### config.mk
export PLATFORM = sky130hd
export DESIGN_NAME = mem_port_arbiter_flat
export DESIGN_NICKNAME = d
export VERILOG_FILES = /design/src/rtl/mem_port_arbiter_if.sv /design/src/rtl/mem_port_arbiter.sv /design/src/flat_wrapper.sv
export SDC_FILE = /design/constraint.sdc
export NUM_CORES = 1
export LEC_CHECK = 0
export CAP_MARGIN = 30
export CORE_AREA = 2 2 214 216
export DETAILED_ROUTE_END_ITERATION = 16
export DIE_AREA = 0 0 216 218
export PLACE_DENSITY = 0.47
export SLEW_MARGIN = 20
export SYNTH_ARGS = -nofsm -noshare
export SYNTH_HDL_FRONTEND = slang
export SYNTH_SLANG_ARGS = --single-unit
### constraint.sdc
create_clock -name clk -period 4.6 [get_ports clk]
set_input_delay 0.69 -clock clk [delete_from_list [all_inputs] [get_ports clk]]
set_output_delay 0.69 -clock clk [all_outputs]
set_load 0.02 [all_outputs]
### src/rtl/mem_port_arbiter_if.sv
// Bundle of the requester-side (IFU/LSU) and downstream memory-bus signals of mem_port_arbiter.
// The arbiter connects through the slave modport; the surrounding environment uses master.
interface mem_port_arbiter_if;
   logic        ifu_req_valid;
   logic        ifu_req_ready;
   logic [63:0] ifu_req_addr;
   logic        ifu_rsp_valid;
   logic [63:0] ifu_rsp_data;
   logic        ifu_rsp_err;

   logic        lsu_req_valid;
   logic        lsu_req_ready;
   logic [63:0] lsu_req_addr;
   logic        lsu_req_wen;
   logic [63:0] lsu_req_wdata;
   logic [7:0]  lsu_req_wstrb;
   logic        lsu_rsp_valid;
   logic [63:0] lsu_rsp_data;
   logic        lsu_rsp_err;

   logic        m_req_valid;
   logic        m_req_ready;
   logic [3:0]  m_req_id;
   logic [63:0] m_req_addr;
   logic        m_req_wen;
   logic [63:0] m_req_wdata;
   logic [7:0]  m_req_wstrb;
   logic [2:0]  m_req_size;
   logic        m_rsp_valid;
   logic [3:0]  m_rsp_id;
   logic [63:0] m_rsp_data;
   logic        m_rsp_err;

   modport slave (
      input  ifu_req_valid, ifu_req_addr,
      output ifu_req_ready, ifu_rsp_valid, ifu_rsp_data, ifu_rsp_err,
      input  lsu_req_valid, lsu_req_addr, lsu_req_wen, lsu_req_wdata, lsu_req_wstrb,
      output lsu_req_ready, lsu_rsp_valid, lsu_rsp_data, lsu_rsp_err,
      output m_req_valid, m_req_id, m_req_addr, m_req_wen, m_req_wdata, m_req_wstrb, m_req_size,
      input  m_req_ready, m_rsp_valid, m_rsp_id, m_rsp_data, m_rsp_err
   );

   modport master (
      output ifu_req_valid, ifu_req_addr,
      input  ifu_req_ready, ifu_rsp_valid, ifu_rsp_data, ifu_rsp_err,
      output lsu_req_valid, lsu_req_addr, lsu_req_wen, lsu_req_wdata, lsu_req_wstrb,
      input  lsu_req_ready, lsu_rsp_valid, lsu_rsp_data, lsu_rsp_err,
      input  m_req_valid, m_req_id, m_req_addr, m_req_wen, m_req_wdata, m_req_wstrb, m_req_size,
      output m_req_ready, m_rsp_valid, m_rsp_id, m_rsp_data, m_rsp_err
   );
endinterface

### src/rtl/mem_port_arbiter.sv
// Single-outstanding arbiter sharing the memory-bus master port between IFU and LSU, with response watchdog.
// Define ARB_ROUND_ROBIN_EN for 2-entry round-robin tie breaking; otherwise LSU has fixed priority.
//
// state     | meaning
// ST_IDLE   | no transaction; grant a pending requester and latch its request
// ST_REQ    | m_req_valid high, fields held until m_req_ready
// ST_RESP   | waiting for a response with the latched ID, watchdog counting
module mem_port_arbiter #(
   parameter int         TIMEOUT_CYC = 1024,
   parameter logic [3:0] ID_IFU      = 4'h0,
   parameter logic [3:0] ID_LSU      = 4'h1
) (
   input  logic clk,
   input  logic rstn,
   mem_port_arbiter_if.slave bus
);

   typedef enum logic [1:0] {
      ST_IDLE = 2'd0,
      ST_REQ  = 2'd1,
      ST_RESP = 2'd2
   } state_t;

   localparam int               CNT_W    = $clog2(TIMEOUT_CYC + 1);
   localparam logic [CNT_W-1:0] CNT_LAST = CNT_W'(TIMEOUT_CYC - 1);

   state_t            state_q, state_d;
   logic [CNT_W-1:0]  cnt_q, cnt_d;
   logic              gnt_lsu_q, gnt_lsu_d;
   logic [3:0]        id_q, id_d;
   logic [63:0]       addr_q, addr_d;
   logic              wen_q, wen_d;
   logic [63:0]       wdata_q, wdata_d;
   logic [7:0]        wstrb_q, wstrb_d;
   logic [2:0]        size_q, size_d;

   logic              pick_lsu;
   logic              pick_ifu;
   logic              any_req;
   logic              ifu_ready;
   logic              lsu_ready;
   logic              req_valid;
   logic              rsp_hit;
   logic              rsp_fire;
   logic              rsp_forced;
   logic              ifu_fire;
   logic              lsu_fire;

   // Smallest AxSIZE that covers the number of enabled byte lanes.
   function automatic logic [2:0] strb_size(input logic [7:0] s);
      logic [3:0] n;
      n = 4'd0;
      for (int i = 0; i < 8; i++) n = n + {3'd0, s[i]};
      if (n <= 4'd1)      strb_size = 3'd0;
      else if (n == 4'd2) strb_size = 3'd1;
      else if (n <= 4'd4) strb_size = 3'd2;
      else                strb_size = 3'd3;
   endfunction

   assign any_req = bus.ifu_req_valid || bus.lsu_req_valid;

`ifdef ARB_ROUND_ROBIN_EN
   logic last_lsu_q, last_lsu_d;

   // On a tie the requester that won last time yields.
   assign pick_lsu = bus.lsu_req_valid && !(bus.ifu_req_valid && last_lsu_q);

   always_comb begin
      last_lsu_d = last_lsu_q;
      if (state_q == ST_IDLE && any_req) last_lsu_d = pick_lsu;
   end

   always_ff @(posedge clk) begin
      if (!rstn) last_lsu_q <= 1'b0;
      else       last_lsu_q <= last_lsu_d;
   end
`else
   assign pick_lsu = bus.lsu_req_valid;
`endif

   assign pick_ifu = bus.ifu_req_valid && !pick_lsu;
   assign rsp_hit  = bus.m_rsp_valid && (bus.m_rsp_id == id_q);

   always_comb begin
      state_d    = state_q;
      cnt_d      = cnt_q;
      gnt_lsu_d  = gnt_lsu_q;
      id_d       = id_q;
      addr_d     = addr_q;
      wen_d      = wen_q;
      wdata_d    = wdata_q;
      wstrb_d    = wstrb_q;
      size_d     = size_q;
      ifu_ready  = 1'b0;
      lsu_ready  = 1'b0;
      req_valid  = 1'b0;
      rsp_fire   = 1'b0;
      rsp_forced = 1'b0;

      case (state_q)
         ST_IDLE: begin
            if (pick_lsu) begin
               lsu_ready = 1'b1;
               gnt_lsu_d = 1'b1;
               id_d      = ID_LSU;
               addr_d    = bus.lsu_req_addr;
               wen_d     = bus.lsu_req_wen;
               wdata_d   = bus.lsu_req_wdata;
               wstrb_d   = bus.lsu_req_wstrb;
               size_d    = strb_size(bus.lsu_req_wstrb);
               state_d   = ST_REQ;
            end else if (pick_ifu) begin
               ifu_ready = 1'b1;
               gnt_lsu_d = 1'b0;
               id_d      = ID_IFU;
               addr_d    = bus.ifu_req_addr;
               wen_d     = 1'b0;
               wdata_d   = 64'd0;
               wstrb_d   = 8'h0F;
               size_d    = 3'd2;
               state_d   = ST_REQ;
            end
         end

         ST_REQ: begin
            req_valid = 1'b1;
            if (bus.m_req_ready) begin
               cnt_d   = '0;
               state_d = ST_RESP;
            end
         end

         ST_RESP: begin
            // A matching response on the watchdog's last cycle takes precedence.
            if (rsp_hit) begin
               rsp_fire = 1'b1;
               state_d  = ST_IDLE;
            end else if (cnt_q == CNT_LAST) begin
               rsp_fire   = 1'b1;
               rsp_forced = 1'b1;
               state_d    = ST_IDLE;
            end else begin
               cnt_d = cnt_q + CNT_W'(1);
            end
         end

         default: state_d = ST_IDLE;
      endcase
   end

   always_ff @(posedge clk) begin
      if (!rstn) begin
         state_q   <= ST_IDLE;
         cnt_q     <= '0;
         gnt_lsu_q <= 1'b0;
         id_q      <= 4'd0;
         addr_q    <= 64'd0;
         wen_q     <= 1'b0;
         wdata_q   <= 64'd0;
         wstrb_q   <= 8'd0;
         size_q    <= 3'd0;
      end else begin
         state_q   <= state_d;
         cnt_q     <= cnt_d;
         gnt_lsu_q <= gnt_lsu_d;
         id_q      <= id_d;
         addr_q    <= addr_d;
         wen_q     <= wen_d;
         wdata_q   <= wdata_d;
         wstrb_q   <= wstrb_d;
         size_q    <= size_d;
      end
   end

   assign ifu_fire = rsp_fire && !gnt_lsu_q;
   assign lsu_fire = rsp_fire && gnt_lsu_q;

   assign bus.ifu_req_ready = ifu_ready;
   assign bus.lsu_req_ready = lsu_ready;

   assign bus.m_req_valid = req_valid;
   assign bus.m_req_id    = id_q;
   assign bus.m_req_addr  = addr_q;
   assign bus.m_req_wen   = wen_q;
   assign bus.m_req_wdata = wdata_q;
   assign bus.m_req_wstrb = wstrb_q;
   assign bus.m_req_size  = size_q;

   // Response data is zero unless a real read completes; writes return no data.
   assign bus.ifu_rsp_valid = ifu_fire;
   assign bus.ifu_rsp_data  = (ifu_fire && !rsp_forced) ? bus.m_rsp_data : 64'd0;
   assign bus.ifu_rsp_err   = ifu_fire && (rsp_forced || bus.m_rsp_err);

   assign bus.lsu_rsp_valid = lsu_fire;
   assign bus.lsu_rsp_data  = (lsu_fire && !rsp_forced && !wen_q) ? bus.m_rsp_data : 64'd0;
   assign bus.lsu_rsp_err   = lsu_fire && (rsp_forced || bus.m_rsp_err);

endmodule
### src/flat_wrapper.sv
// flat-port wrapper written by rule: the top's interface ports become plain ports
module mem_port_arbiter_flat 
#(
   parameter int         TIMEOUT_CYC = 1024,
   parameter logic [3:0] ID_IFU      = 4'h0,
   parameter logic [3:0] ID_LSU      = 4'h1
)
  (clk, rstn, bus_ifu_req_valid, bus_ifu_req_addr, bus_ifu_req_ready, bus_ifu_rsp_valid, bus_ifu_rsp_data, bus_ifu_rsp_err, bus_lsu_req_valid, bus_lsu_req_addr, bus_lsu_req_wen, bus_lsu_req_wdata, bus_lsu_req_wstrb, bus_lsu_req_ready, bus_lsu_rsp_valid, bus_lsu_rsp_data, bus_lsu_rsp_err, bus_m_req_valid, bus_m_req_id, bus_m_req_addr, bus_m_req_wen, bus_m_req_wdata, bus_m_req_wstrb, bus_m_req_size, bus_m_req_ready, bus_m_rsp_valid, bus_m_rsp_id, bus_m_rsp_data, bus_m_rsp_err);
  mem_port_arbiter_if bus_i ();
  input  logic clk;
  input  logic rstn;
  input wire logic [$bits(bus_i.ifu_req_valid)-1:0] bus_ifu_req_valid;
  input wire logic [$bits(bus_i.ifu_req_addr)-1:0] bus_ifu_req_addr;
  output wire logic [$bits(bus_i.ifu_req_ready)-1:0] bus_ifu_req_ready;
  output wire logic [$bits(bus_i.ifu_rsp_valid)-1:0] bus_ifu_rsp_valid;
  output wire logic [$bits(bus_i.ifu_rsp_data)-1:0] bus_ifu_rsp_data;
  output wire logic [$bits(bus_i.ifu_rsp_err)-1:0] bus_ifu_rsp_err;
  input wire logic [$bits(bus_i.lsu_req_valid)-1:0] bus_lsu_req_valid;
  input wire logic [$bits(bus_i.lsu_req_addr)-1:0] bus_lsu_req_addr;
  input wire logic [$bits(bus_i.lsu_req_wen)-1:0] bus_lsu_req_wen;
  input wire logic [$bits(bus_i.lsu_req_wdata)-1:0] bus_lsu_req_wdata;
  input wire logic [$bits(bus_i.lsu_req_wstrb)-1:0] bus_lsu_req_wstrb;
  output wire logic [$bits(bus_i.lsu_req_ready)-1:0] bus_lsu_req_ready;
  output wire logic [$bits(bus_i.lsu_rsp_valid)-1:0] bus_lsu_rsp_valid;
  output wire logic [$bits(bus_i.lsu_rsp_data)-1:0] bus_lsu_rsp_data;
  output wire logic [$bits(bus_i.lsu_rsp_err)-1:0] bus_lsu_rsp_err;
  output wire logic [$bits(bus_i.m_req_valid)-1:0] bus_m_req_valid;
  output wire logic [$bits(bus_i.m_req_id)-1:0] bus_m_req_id;
  output wire logic [$bits(bus_i.m_req_addr)-1:0] bus_m_req_addr;
  output wire logic [$bits(bus_i.m_req_wen)-1:0] bus_m_req_wen;
  output wire logic [$bits(bus_i.m_req_wdata)-1:0] bus_m_req_wdata;
  output wire logic [$bits(bus_i.m_req_wstrb)-1:0] bus_m_req_wstrb;
  output wire logic [$bits(bus_i.m_req_size)-1:0] bus_m_req_size;
  input wire logic [$bits(bus_i.m_req_ready)-1:0] bus_m_req_ready;
  input wire logic [$bits(bus_i.m_rsp_valid)-1:0] bus_m_rsp_valid;
  input wire logic [$bits(bus_i.m_rsp_id)-1:0] bus_m_rsp_id;
  input wire logic [$bits(bus_i.m_rsp_data)-1:0] bus_m_rsp_data;
  input wire logic [$bits(bus_i.m_rsp_err)-1:0] bus_m_rsp_err;
  assign bus_i.ifu_req_valid = bus_ifu_req_valid;
  assign bus_i.ifu_req_addr = bus_ifu_req_addr;
  assign bus_ifu_req_ready = bus_i.ifu_req_ready;
  assign bus_ifu_rsp_valid = bus_i.ifu_rsp_valid;
  assign bus_ifu_rsp_data = bus_i.ifu_rsp_data;
  assign bus_ifu_rsp_err = bus_i.ifu_rsp_err;
  assign bus_i.lsu_req_valid = bus_lsu_req_valid;
  assign bus_i.lsu_req_addr = bus_lsu_req_addr;
  assign bus_i.lsu_req_wen = bus_lsu_req_wen;
  assign bus_i.lsu_req_wdata = bus_lsu_req_wdata;
  assign bus_i.lsu_req_wstrb = bus_lsu_req_wstrb;
  assign bus_lsu_req_ready = bus_i.lsu_req_ready;
  assign bus_lsu_rsp_valid = bus_i.lsu_rsp_valid;
  assign bus_lsu_rsp_data = bus_i.lsu_rsp_data;
  assign bus_lsu_rsp_err = bus_i.lsu_rsp_err;
  assign bus_m_req_valid = bus_i.m_req_valid;
  assign bus_m_req_id = bus_i.m_req_id;
  assign bus_m_req_addr = bus_i.m_req_addr;
  assign bus_m_req_wen = bus_i.m_req_wen;
  assign bus_m_req_wdata = bus_i.m_req_wdata;
  assign bus_m_req_wstrb = bus_i.m_req_wstrb;
  assign bus_m_req_size = bus_i.m_req_size;
  assign bus_i.m_req_ready = bus_m_req_ready;
  assign bus_i.m_rsp_valid = bus_m_rsp_valid;
  assign bus_i.m_rsp_id = bus_m_rsp_id;
  assign bus_i.m_rsp_data = bus_m_rsp_data;
  assign bus_i.m_rsp_err = bus_m_rsp_err;
  mem_port_arbiter #(.TIMEOUT_CYC(TIMEOUT_CYC), .ID_IFU(ID_IFU), .ID_LSU(ID_LSU)) u_core (.clk(clk), .rstn(rstn), .bus(bus_i));
endmodule
* Yosys cells after proc, flatten, opt, wreduce, memory -nomap -nowiden
Index checks and enable logic that the tools add are counted.
Word-level totals: flip-flop bits (word level) 158
Operators by class: multiplexer cells 39, $lt $le $gt $ge 2, reductions and logical operators 20, add/subtract/negate cells 8, eq/ne operators 10
Operators with widths (count):
- $mux W64 | 6
- $mux W11 | 3
- $add A4 B1 Y4 | 6
- $pmux W11 S2 | 1
- $mux W8 | 2
- $mux W1 | 15
- $mux W3 | 4
- $add A11 B1 Y11 const B | 1
- $eq A11 B10 Y1 const B | 1
- $mux W2 | 5
- $logic_and A1 B1 Y1 | 9
- $mux W4 | 2
- $ne A2 B2 Y1 const B | 3
- $pmux W2 S3 | 1
- $eq A4 B2 Y1 const B | 1
- $eq A4 B4 Y1 | 1
- $le A4 B1 Y1 const B | 1
- $le A4 B3 Y1 const B | 1
- $logic_not A1 Y1 | 4
- $reduce_and A4 Y1 | 1
- $reduce_bool A2 Y1 | 2
- $ne A3 B1 Y1 const B | 1
- $ne A3 B2 Y1 const B | 1
- $reduce_and A3 Y1 | 1
- other kinds (6) | 6

* Logic depth before layout (Yosys ltp)
Gate-level depths: netlist of the first run.
depth after elaboration 12, gate-level depth with buffers 11

* Worst setup path after synthesis of the first run
OpenSTA, ideal clock, no wires.
path type input-to-reg, start input port bus_lsu_req_wstrb[0], end register u_core.size_q[0] (netlist: u_core.bus.m_req_size[0]), setup slack 1.314 ns, path buffers 0, data required time 4.468 ns, stages 10, arrival 3.154 ns, cells stage by stage ha_1 inv_1 fa_1 fa_1 fa_1 inv_1 fa_1 a22o_1 o21ai_0 a21oi_1
On the way: cells in the longest elaborated chain, start to end 12, elaborated cells on any way between the ends 14, classes of those cells add/sub (7); order compare (2); eq/ne (1); mux (4)
RTL lines:
- from (decl) | line flat_wrapper.sv:22 | input wire logic [$bits(bus_i.lsu_req_wstrb)-1:0] bus_lsu_req_wstrb;
- $add A1 B1 Y2 (*) | line mem_port_arbiter.sv:53 | for (int i = 0; i < 8; i++) n = n + {3'd0, s[i]};
- $add A4 B1 Y4 (*) (6 in series) | line mem_port_arbiter.sv:53
- $le A4 B3 Y1 | line mem_port_arbiter.sv:56 | else if (n <= 4'd4) strb_size = 3'd2;
- $mux W1 | line mem_port_arbiter.sv:56
- $mux W3 | line mem_port_arbiter.sv:55 | else if (n == 4'd2) strb_size = 3'd1;
- $mux W3 (*) | line mem_port_arbiter.sv:54 | if (n <= 4'd1) strb_size = 3'd0;
- $mux W3 (*) | line mem_port_arbiter.sv:102 | if (pick_lsu) begin
- to (signal assigned) | line mem_port_arbiter.sv:171 | size_q <= size_d;
- to (decl) | line mem_port_arbiter.sv:35 | logic [2:0] size_q, size_d;
Mark *: on every way between the ends. The rest lies on a longest branch, timed or not. A chain may end at the register's enable or synchronous reset.

* Worst setup path after layout of the first run
start input port bus_m_rsp_id[1], end output port bus_lsu_rsp_data[8]
On the way: cells in the longest elaborated chain, start to end 8, elaborated cells on any way between the ends 11, classes of those cells eq/ne (1); mux (5); reduce/logical (5)
RTL lines:
- from (decl) | line flat_wrapper.sv:36 | input wire logic [$bits(bus_i.m_rsp_id)-1:0] bus_m_rsp_id;
- $eq A4 B4 Y1 (*) | line mem_port_arbiter.sv:82 | assign rsp_hit = bus.m_rsp_valid && (bus.m_rsp_id == id_q);
- $logic_and A1 B1 Y1 (*) | line mem_port_arbiter.sv:82
- $mux W1 | line mem_port_arbiter.sv:135 | if (rsp_hit) begin
- $mux W1 | line mem_port_arbiter.sv:100 | case (state_q)
- $logic_and A1 B1 Y1 or $logic_not A1 Y1 (tied branches) | line mem_port_arbiter.sv:176, mem_port_arbiter.sv:195
- $logic_and A1 B1 Y1 (*) (2 in series) | line mem_port_arbiter.sv:195 | assign bus.lsu_rsp_data = (lsu_fire && !rsp_forced && !wen_q) ? bus.m_rsp_data : 64'd0;
- $mux W64 (*) | line mem_port_arbiter.sv:195
- to (decl) | line flat_wrapper.sv:25 | output wire logic [$bits(bus_i.lsu_rsp_data)-1:0] bus_lsu_rsp_data;
Marks and branches as above.

==> results of run 1 <==
[critical path, cell delays in order]
cell             delay, ns
clkdlybuf4s50_1       0.41
nor4b_1               0.31
buf_4                 0.18
nand2_1               0.17
nor4_4                0.24
buf_12                0.27
and2_1                0.16
clkdlybuf4s50_1       0.65
[how the worst max path moves through the flow]
| stage | from | cells after the start | slack [ns] | endpoint |
|---|---|---|---|---|
| 6_report | bus_m_rsp_id[1] | 8 | 0.80 | bus_lsu_rsp_data[8] |
| 5_1_grt | bus_m_rsp_id[1] | 8 | 0.67 | bus_lsu_rsp_data[31] |
| 2_1_floorplan | bus_lsu_req_wstrb[0] | 10 | 1.31 | u_core.bus.m_req_size[0] |
| 4_1_cts | bus_m_rsp_id[1] | 8 | 0.79 | bus_lsu_rsp_data[8] |
| 3_5_place_dp | bus_lsu_req_wstrb[0] | 11 | 0.65 | u_core.bus.m_req_size[0] |
| 3_3_place_gp | bus_lsu_req_wstrb[0] | 11 | 0.73 | u_core.bus.m_req_size[0] |
[layer usage]
layer	vias up	wire length, um
met5	-	0
met4	0	876
met3	35	2930
li1	3841	-
met1	3539	13900
met2	343	17700
[power by group through the flow]
stage               clock network (mW)  registers, mW  logic (mW)
global placement                     0           1.53        1.11
CTS                               1.54           1.51        1.12
global route                      1.59           1.52        1.19
finish                            1.48           1.51        1.10
detailed placement                   0           1.54        1.11
floorplan                            0           1.67       0.356
[synth_stat cells, types with 6 or more instances]
| cell | count |
|---|---|
| a21oi_1 | 13 |
| buf_1 | 9 |
| inv_1 | 14 |
| a211oi_1 | 64 |
| dfxtp_1 | 153 |
| nand2_1 | 12 |
| clkbuf_1 | 52 |
| a22oi_1 | 69 |
| nor2_1 | 142 |
| buf_2 | 7 |
| and2_1 | 129 |
| mux2i_1 | 66 |
| o21ai_0 | 6 |
[metrics by stage]
step	utilization, %	area (sq um)
2_1_floorplan	-	7170
3_3_place_gp	29.5	13300
3_5_place_dp	29.5	13300
4_1_cts	30.9	13900
5_1_grt	31.0	13900
6_report	31.0	13900
[layout make-up]
class / count / area share, %
repair buffers: 560 / 40.6
multi-input cells: 572 / 27.1
flip-flops and latches: 153 / 22.0
well taps: 600 / 5.40
clock buffers: 17 / 3.06
clock inverters: 15 / 1.26
inverters: 15 / 0.423
diodes: 1 / 0.0180
[state kept, by name (all words and copies together), names as in the netlist]
| signal | flops |
|---|---|
| u_core.bus.m_req_addr | 64 |
| u_core.bus.m_req_id | 1 |
| u_core.bus.m_req_size | 2 |
| u_core.bus.m_req_wdata | 64 |
| u_core.bus.m_req_wen | 1 |
| u_core.bus.m_req_wstrb | 8 |
| u_core.cnt_q | 11 |
| u_core.state_q | 2 |
[kinds of logic (layout without fill, tap and decap cells)]
kind of cell | count (synthesis) | count (layout) | synth area share [%]
multiplexers | 66 | 66 | 9.23
AND/OR/NAND/NOR | 316 | 316 | 22.8
XOR/XNOR | 2 | 2 | 0.245
buffers and inverters | 88 | 607 | 5.00
other | 1 | 5 | 0.0524
flip-flops | 153 | 153 | 42.8
adder cells (fa/ha/maj) | 8 | 8 | 1.82
AO/OA/AOI/OAI | 176 | 176 | 18.0
==> summary.md, run 1 <==
| Metric | Value |
|---|---|
| Core Area | `~0.045 sq mm` |
| Critical path class | `in2out` |
| Via density | `around 4.0` |
| Number of buffers created by CTS | `17` |
| Synth Register Bits | `about 150` |
| Rows | `approximately 80` |
| Sequential power share | `between 30% and 40%` |
| Psw | `around 1.2 mW` |
| Final setup viols | `0` |
| Clock sinks | `roughly 150` |
| Clk slew on worst S/H paths | `roughly 0.060 ns` |
| Asr flop ratio synth | `0%` |
| Met1 Track Usage GR | `between 10% and 20%` |
| FILL cells | `~4700` |
| Largest net degree at the start of global routing | `108` |
| Clock skew | `0.00678 ns` |
| PnR Total Power | `4.08 mW` |
| Finished Layout Cells | `between 1500 and 2000` |
| Power per cell area | `a little under 300 mW/mm^2` |
| Data arrival, critical path | `between 3 and 4 ns` |
| Min Tclk post-route | `between 3 and 4 ns` |
| Register area | `0.00306 sq mm` |
| Cell taking the most area after synthesis | `dfxtp_1` |
| DRC Markers | `0` |
| Initial Util | `approximately 16%` |
| Starting DRT DRC Count | `between 300 and 400` |
| Max-Cap Viols | `0` |
| CTS HTree Levels | `4` |
| Global placement routability congestion | `about 0.86` |
| Layout cell share with drive strength beyond 1 | `a little over 4%` |
| Leakage dissipation | `a little over 5 nW` |
| Reg2reg setup slack | `roughly 2.2 ns` |
| GRT Util Overall | `around 15%` |
| Number of synthesized flops with an enable pin | `0` |
| Power share of the combinational group | `roughly 27%` |
| Most Crowded Layer GR | `met2` |
| Area of the die | `~0.047 sq mm` |
| Initial antenna violation count | `2` |
| DIE WIDTH | `216 um` |
| Final slew viol count | `0` |
| Syn. warnings | `0` |
| Hold path depth | `2` |
| Hold Fails Final Rpt | `0` |
| CTS tree | `yes` |
| Worst hold margin | `around 0.48 ns` |
| Placed cell count | `1899` |
| Synth Flop Type | `dfxtp_1` |
| Syn Area/Cell | `roughly 9 sq um` |
| Met2 track demand over resource | `about 25%` |
| Synthesis-to-layout area growth | `94.2%` |
| Status | `complete, no violations` |
| Cells after Synth | `810` |
| Clock power frac | `36.1%` |
| CTS hold repair buffers | `0` |
| Highest clock rate | `roughly 260 MHz` |
| Worst R2R Path Depth | `6` |
| Setup_tns | `0 ns` |
| Wire per inst | `around 18 um` |
| Unrepaired setup endpoints after global routing | `no` |
| Critical Path Fanout Max | `64` |
| CP Launch Type | `input port` |
| Wirelength, routed | `35.4 mm` |
| Seq/Total Area, Yosys | `roughly 43%` |
| Fin nets | `1603` |
| Switch share | `30.2%` |
| IO buf count | `550` |
| Detailed Place HPWL | `around 28 mm` |
| Setup Fix Bufs, Post-CTS | `0` |
| Met3 GRT Util | `just under 5%` |
| Most frequent cells in the layout | `clkdlybuf4s50_1, dfxtp_1, nor2_1` |
| Clock root cell | `clkbuf_16` |
| CTS resizes | `0` |
| CP required | `a little under 4 ns` |
| DRT antenna net count | `0` |
| Min-delay worst type | `reg2reg` |
| Vias in the first global route | `about 7900` |
| Most common cell after layout, fill and taps aside | `clkdlybuf4s50_1` |
| Hold worst-path end | `u_core.bus.m_req_size[0]` |
| Global route total overflow | `0` |
| Io pins | `between 500 and 600` |
| Final worst-path cycle share | `about 83%` |
| Worst VDD drop | `~0.27 mV` |
| Multi-input gate area | `roughly 0.0038 sq mm` |
| Clock latency on the worst-skew pair | `about 0.45 ns` |
| Global-route wire length before repair | `between 50 and 60 mm` |
| RR Endpoint | `u_core.bus.m_req_wdata[12]` |
| Synth top area cells | `dfxtp_1, and2_1, mux2i_1` |
| Vias post-DR | `roughly 7800` |
| Internal power | `about 2.9 mW` |
| Final setup margin | `0.804 ns` |
| Clk buf depth | `2` |
| Post-synth top area share | `roughly 43%` |
| Worst-margin pin slew | `about 0.86 ns` |
| Library cells used by synthesis | `54` |
| Hold Crit Start | `u_core.bus.m_req_size[0]` |
| DRT Pass-1 Iters | `4` |
| Place WS | `about 0.65 ns` |
| Die span in y | `roughly 220 um` |
| Slew Limit Headroom | `between 40% and 50%` |
| Post-synthesis instance area | `slightly above 0.007 sq mm` |
| CP endpoint kind | `primary output` |
| Worst r2r src | `u_core.state_q[1]` |
No activity file was read; power rests on OpenSTA's default activity.
==> run 2, diff against run 1 <==
Settings changed: PLACE_DENSITY 0.47 to 0.48.
Clock period 4.6 ns to 3.2 ns, I/O delays scaled along.
==> summary.md, run 2 (same netlist as run 1, synthesis figures left out) <==
| Metric | Value |
|---|---|
| Status | `complete, no violations` |
| Vias in the first global route | `7738 (-1.6%)` |
| Global placement routability congestion | `0.828 (-3.7%)` |
| Rows | `78 (unchanged)` |
| Crit path launch | `bus_lsu_req_wstrb[0]` |
| Io pins | `555 (unchanged)` |
| Place WS | `-0.561 ns (-1.22 ns)` |
| Detailed Place HPWL | `28.0 mm (+0.37%)` |
| Worst r2r src | `u_core.state_q[1]` |
| Switch share | `30.5% (+0.25 points)` |
| Global-route wire length before repair | `51.1 mm (+0.12%)` |
| Fin nets | `1613 (+0.62%)` |
| Register area | `0.00306 sq mm (unchanged)` |
| Clock skew | `0.00721 ns (+0.000436 ns)` |
| DRC Markers | `0 (unchanged)` |
| CP endpoint kind | `register` |
| Hold path depth | `3 (+1)` |
| CTS hold repair buffers | `0 (unchanged)` |
| Most common cell on crit path | `fa_1` |
| CP Launch Type | `input port` |
| CP max stage delay | `0.53 ns (-0.12 ns)` |
| Clock root cell | `clkbuf_16` |
| Min Tclk post-route | `about 3 ns` |
| Data arrival, critical path | `3.40 ns (+0.29 ns)` |
| Final worst-path cycle share | `95.8%` |
| Clk slew on worst S/H paths | `0.07 ns (about the same)` |
| CTS HTree Levels | `4 (unchanged)` |
| Vias post-DR | `7833 (+0.97%)` |
| PnR Total Power | `5.86 mW (+44%)` |
| Psw | `1.79 mW (+45%)` |
| Worst path bufs/invs | `3 (-1)` |
| Largest net degree at the start of global routing | `131 (+21%)` |
| Hold Fails Final Rpt | `0 (unchanged)` |
| Max-Cap Viols | `0 (unchanged)` |
| Layout cell share with drive strength beyond 1 | `8.12% (+4.1 points)` |
| Clk buf depth | `2 (unchanged)` |
| Core Area | `0.0449 sq mm (unchanged)` |
| GRT Util Overall | `14.6% (+0.022 points)` |
| Crit-path slowest cell | `fa_1` |
| Slew Limit Headroom | `39.4% (-3.5 points)` |
| Highest clock rate | `between 300 and 400 MHz` |
| Global route total overflow | `0 (unchanged)` |
| Reg2reg setup slack | `0.95 ns (-1.25 ns)` |
| Final setup viols | `0 (unchanged)` |
| Starting DRT DRC Count | `459 (+26%)` |
| IO buf count | `550 (unchanged)` |
| Final slew viol count | `0 (unchanged)` |
| Min-delay worst type | `in2reg` |
| Sequential power share | `37.0% (about the same)` |
| Synthesis-to-layout area growth | `92.4%` |
| Multi-input gate area | `0.00379 sq mm (+0.53%)` |
| Critical Path Stages | `11 (+3)` |
| DRT Pass-1 Iters | `4 (unchanged)` |
| CP delay by family, top | `adder cells` |
| Cell chain of the critical path | `dlygate4sd2_1 > ha_1 > inv_2 > fa_1 > fa_1 > fa_2 > inv_2 > fa_1 > a22o_1 > o21ai_1 > a21oi_1` |
| Worst R2R Path Depth | `6 (unchanged)` |
| Initial antenna violation count | `3 (+1)` |
| Clock power frac | `35.8% (-0.3 points)` |
| CP required | `3.54 ns (-0.37 ns)` |
| Clock sinks | `153 (unchanged)` |
| CTS tree | `yes` |
| Worst VDD drop | `0.373 mV (+38%)` |
| Final setup margin | `0.135 ns (-0.668 ns)` |
| Via density | `4.03 (+0.50%)` |
| Die span in y | `218 um (unchanged)` |
| Internal power | `4.08 mW (+43%)` |
| Critical Path Fanout Max | `2 (-97%)` |
| Worst hold margin | `0.349 ns (-0.129 ns)` |
| Clock latency on the worst-skew pair | `0.45 ns (about the same)` |
| Power per cell area | `426 mW/mm^2 (+45%)` |
| Most common cell after layout, fill and taps aside | `clkdlybuf4s50_1` |
| Initial Util | `15.9% (unchanged)` |
| FILL cells | `4778 (+2.1%)` |
| Placed cell count | `1906 (+0.37%)` |
| Setup crit end | `u_core.bus.m_req_size[0]` |
| Wire per inst | `18.5 um (+0.82%)` |
| Area of the die | `0.0471 sq mm (unchanged)` |
| Most frequent cells in the layout | `clkdlybuf4s50_1, dfxtp_1, nor2_1` |
| Power share of the combinational group | `27.2% (+0.2 points)` |
| Worst-margin pin slew | `0.909 ns (+0.0526 ns)` |
| Finished Layout Cells | `1942 (+0.47%)` |
| Unrepaired setup endpoints after global routing | `no` |
| Number of buffers created by CTS | `17 (unchanged)` |
| Critical path class | `in2reg` |
| DRT antenna net count | `0 (unchanged)` |
| Setup_tns | `0 ns (unchanged)` |
| RR Endpoint | `u_core.bus.m_req_wdata[19]` |
| DIE WIDTH | `216 um (unchanged)` |
| Diode count | `0 (-1)` |
| Leakage dissipation | `5.78 nW (+12%)` |
| Wirelength, routed | `35.9 mm (+1.3%)` |
==> run 2: changes by cell type in the layout (fill, tap and decap cells not counted), sizes merged, moves of 2 or more <==
cell           delta
clkdlybuf4s50   -134
dlygate4sd2      +91
clkbuf           +36
buf              +16
dlymetal6s2s      +2
==> run 2: per-stage QoR <==
stage               cell area, sq um  util (%)
finish                         13800      30.7
global route                   13800      30.7
CTS                            13800      30.9
detailed placement             13400      29.8
global placement               13400      29.8
floorplan                       7170         -
==> run 2: cell type report <==
class	count	area share [%]
inverters	15	0.427
well taps	600	5.45
flip-flops and latches	153	22.3
repair buffers	570	40.0
clock inverters	13	1.05
multi-input cells	572	27.5
clock buffers	19	3.29
==> run 2: worst register-to-register path: stages, from the launching register on <==
cell and delay (ns):
dfxtp_1 0.35, nor2_1 0.34, nand2_1 0.28, inv_2 0.12, buf_4 0.63, a22oi_1 0.33, nor2_1 0.12
==> run 2: worst min path at each step <==
stage,from,endpoint
after detailed placement,u_core.bus.m_req_size[0],u_core.bus.m_req_size[0]
after CTS,bus_lsu_req_wstrb[0],u_core.bus.m_req_wstrb[0]
after global routing,bus_lsu_req_wstrb[1],u_core.bus.m_req_wstrb[1]
after global placement,u_core.bus.m_req_size[0],u_core.bus.m_req_size[0]
final,bus_lsu_req_wstrb[1],u_core.bus.m_req_wstrb[1]
after floorplan,u_core.cnt_q[10],u_core.cnt_q[10]
==> run 2: what timing repair did <==
item,CTS,global route
endpoints found under the setup margin,128,69
gates resized for setup,132,76
cloned,1,0
pin swaps,0,8
setup buffers,2,0
==> run 2: power by group through the flow <==
stage	clock network [mW]	logic [mW]	registers [mW]
3_5_place_dp	0	1.61	2.21
6_report	2.10	1.60	2.17
2_1_floorplan	0	0.512	2.40
3_3_place_gp	0	1.60	2.20
4_1_cts	2.20	1.62	2.17
5_1_grt	2.26	1.71	2.19
==> run 2: layer usage <==
| layer | GRT usage, % | wire, um | vias up | part of all wire (%) |
|---|---|---|---|---|
| met5 | 0 | 18 | - | 0.050 |
| met4 | 4.52 | 561 | 2 | 1.6 |
| met3 | 4.53 | 2580 | 27 | 7.2 |
| met2 | 26.1 | 18200 | 313 | 51 |
| met1 | 16.6 | 14600 | 3621 | 41 |
| li1 | - | - | 3870 | - |
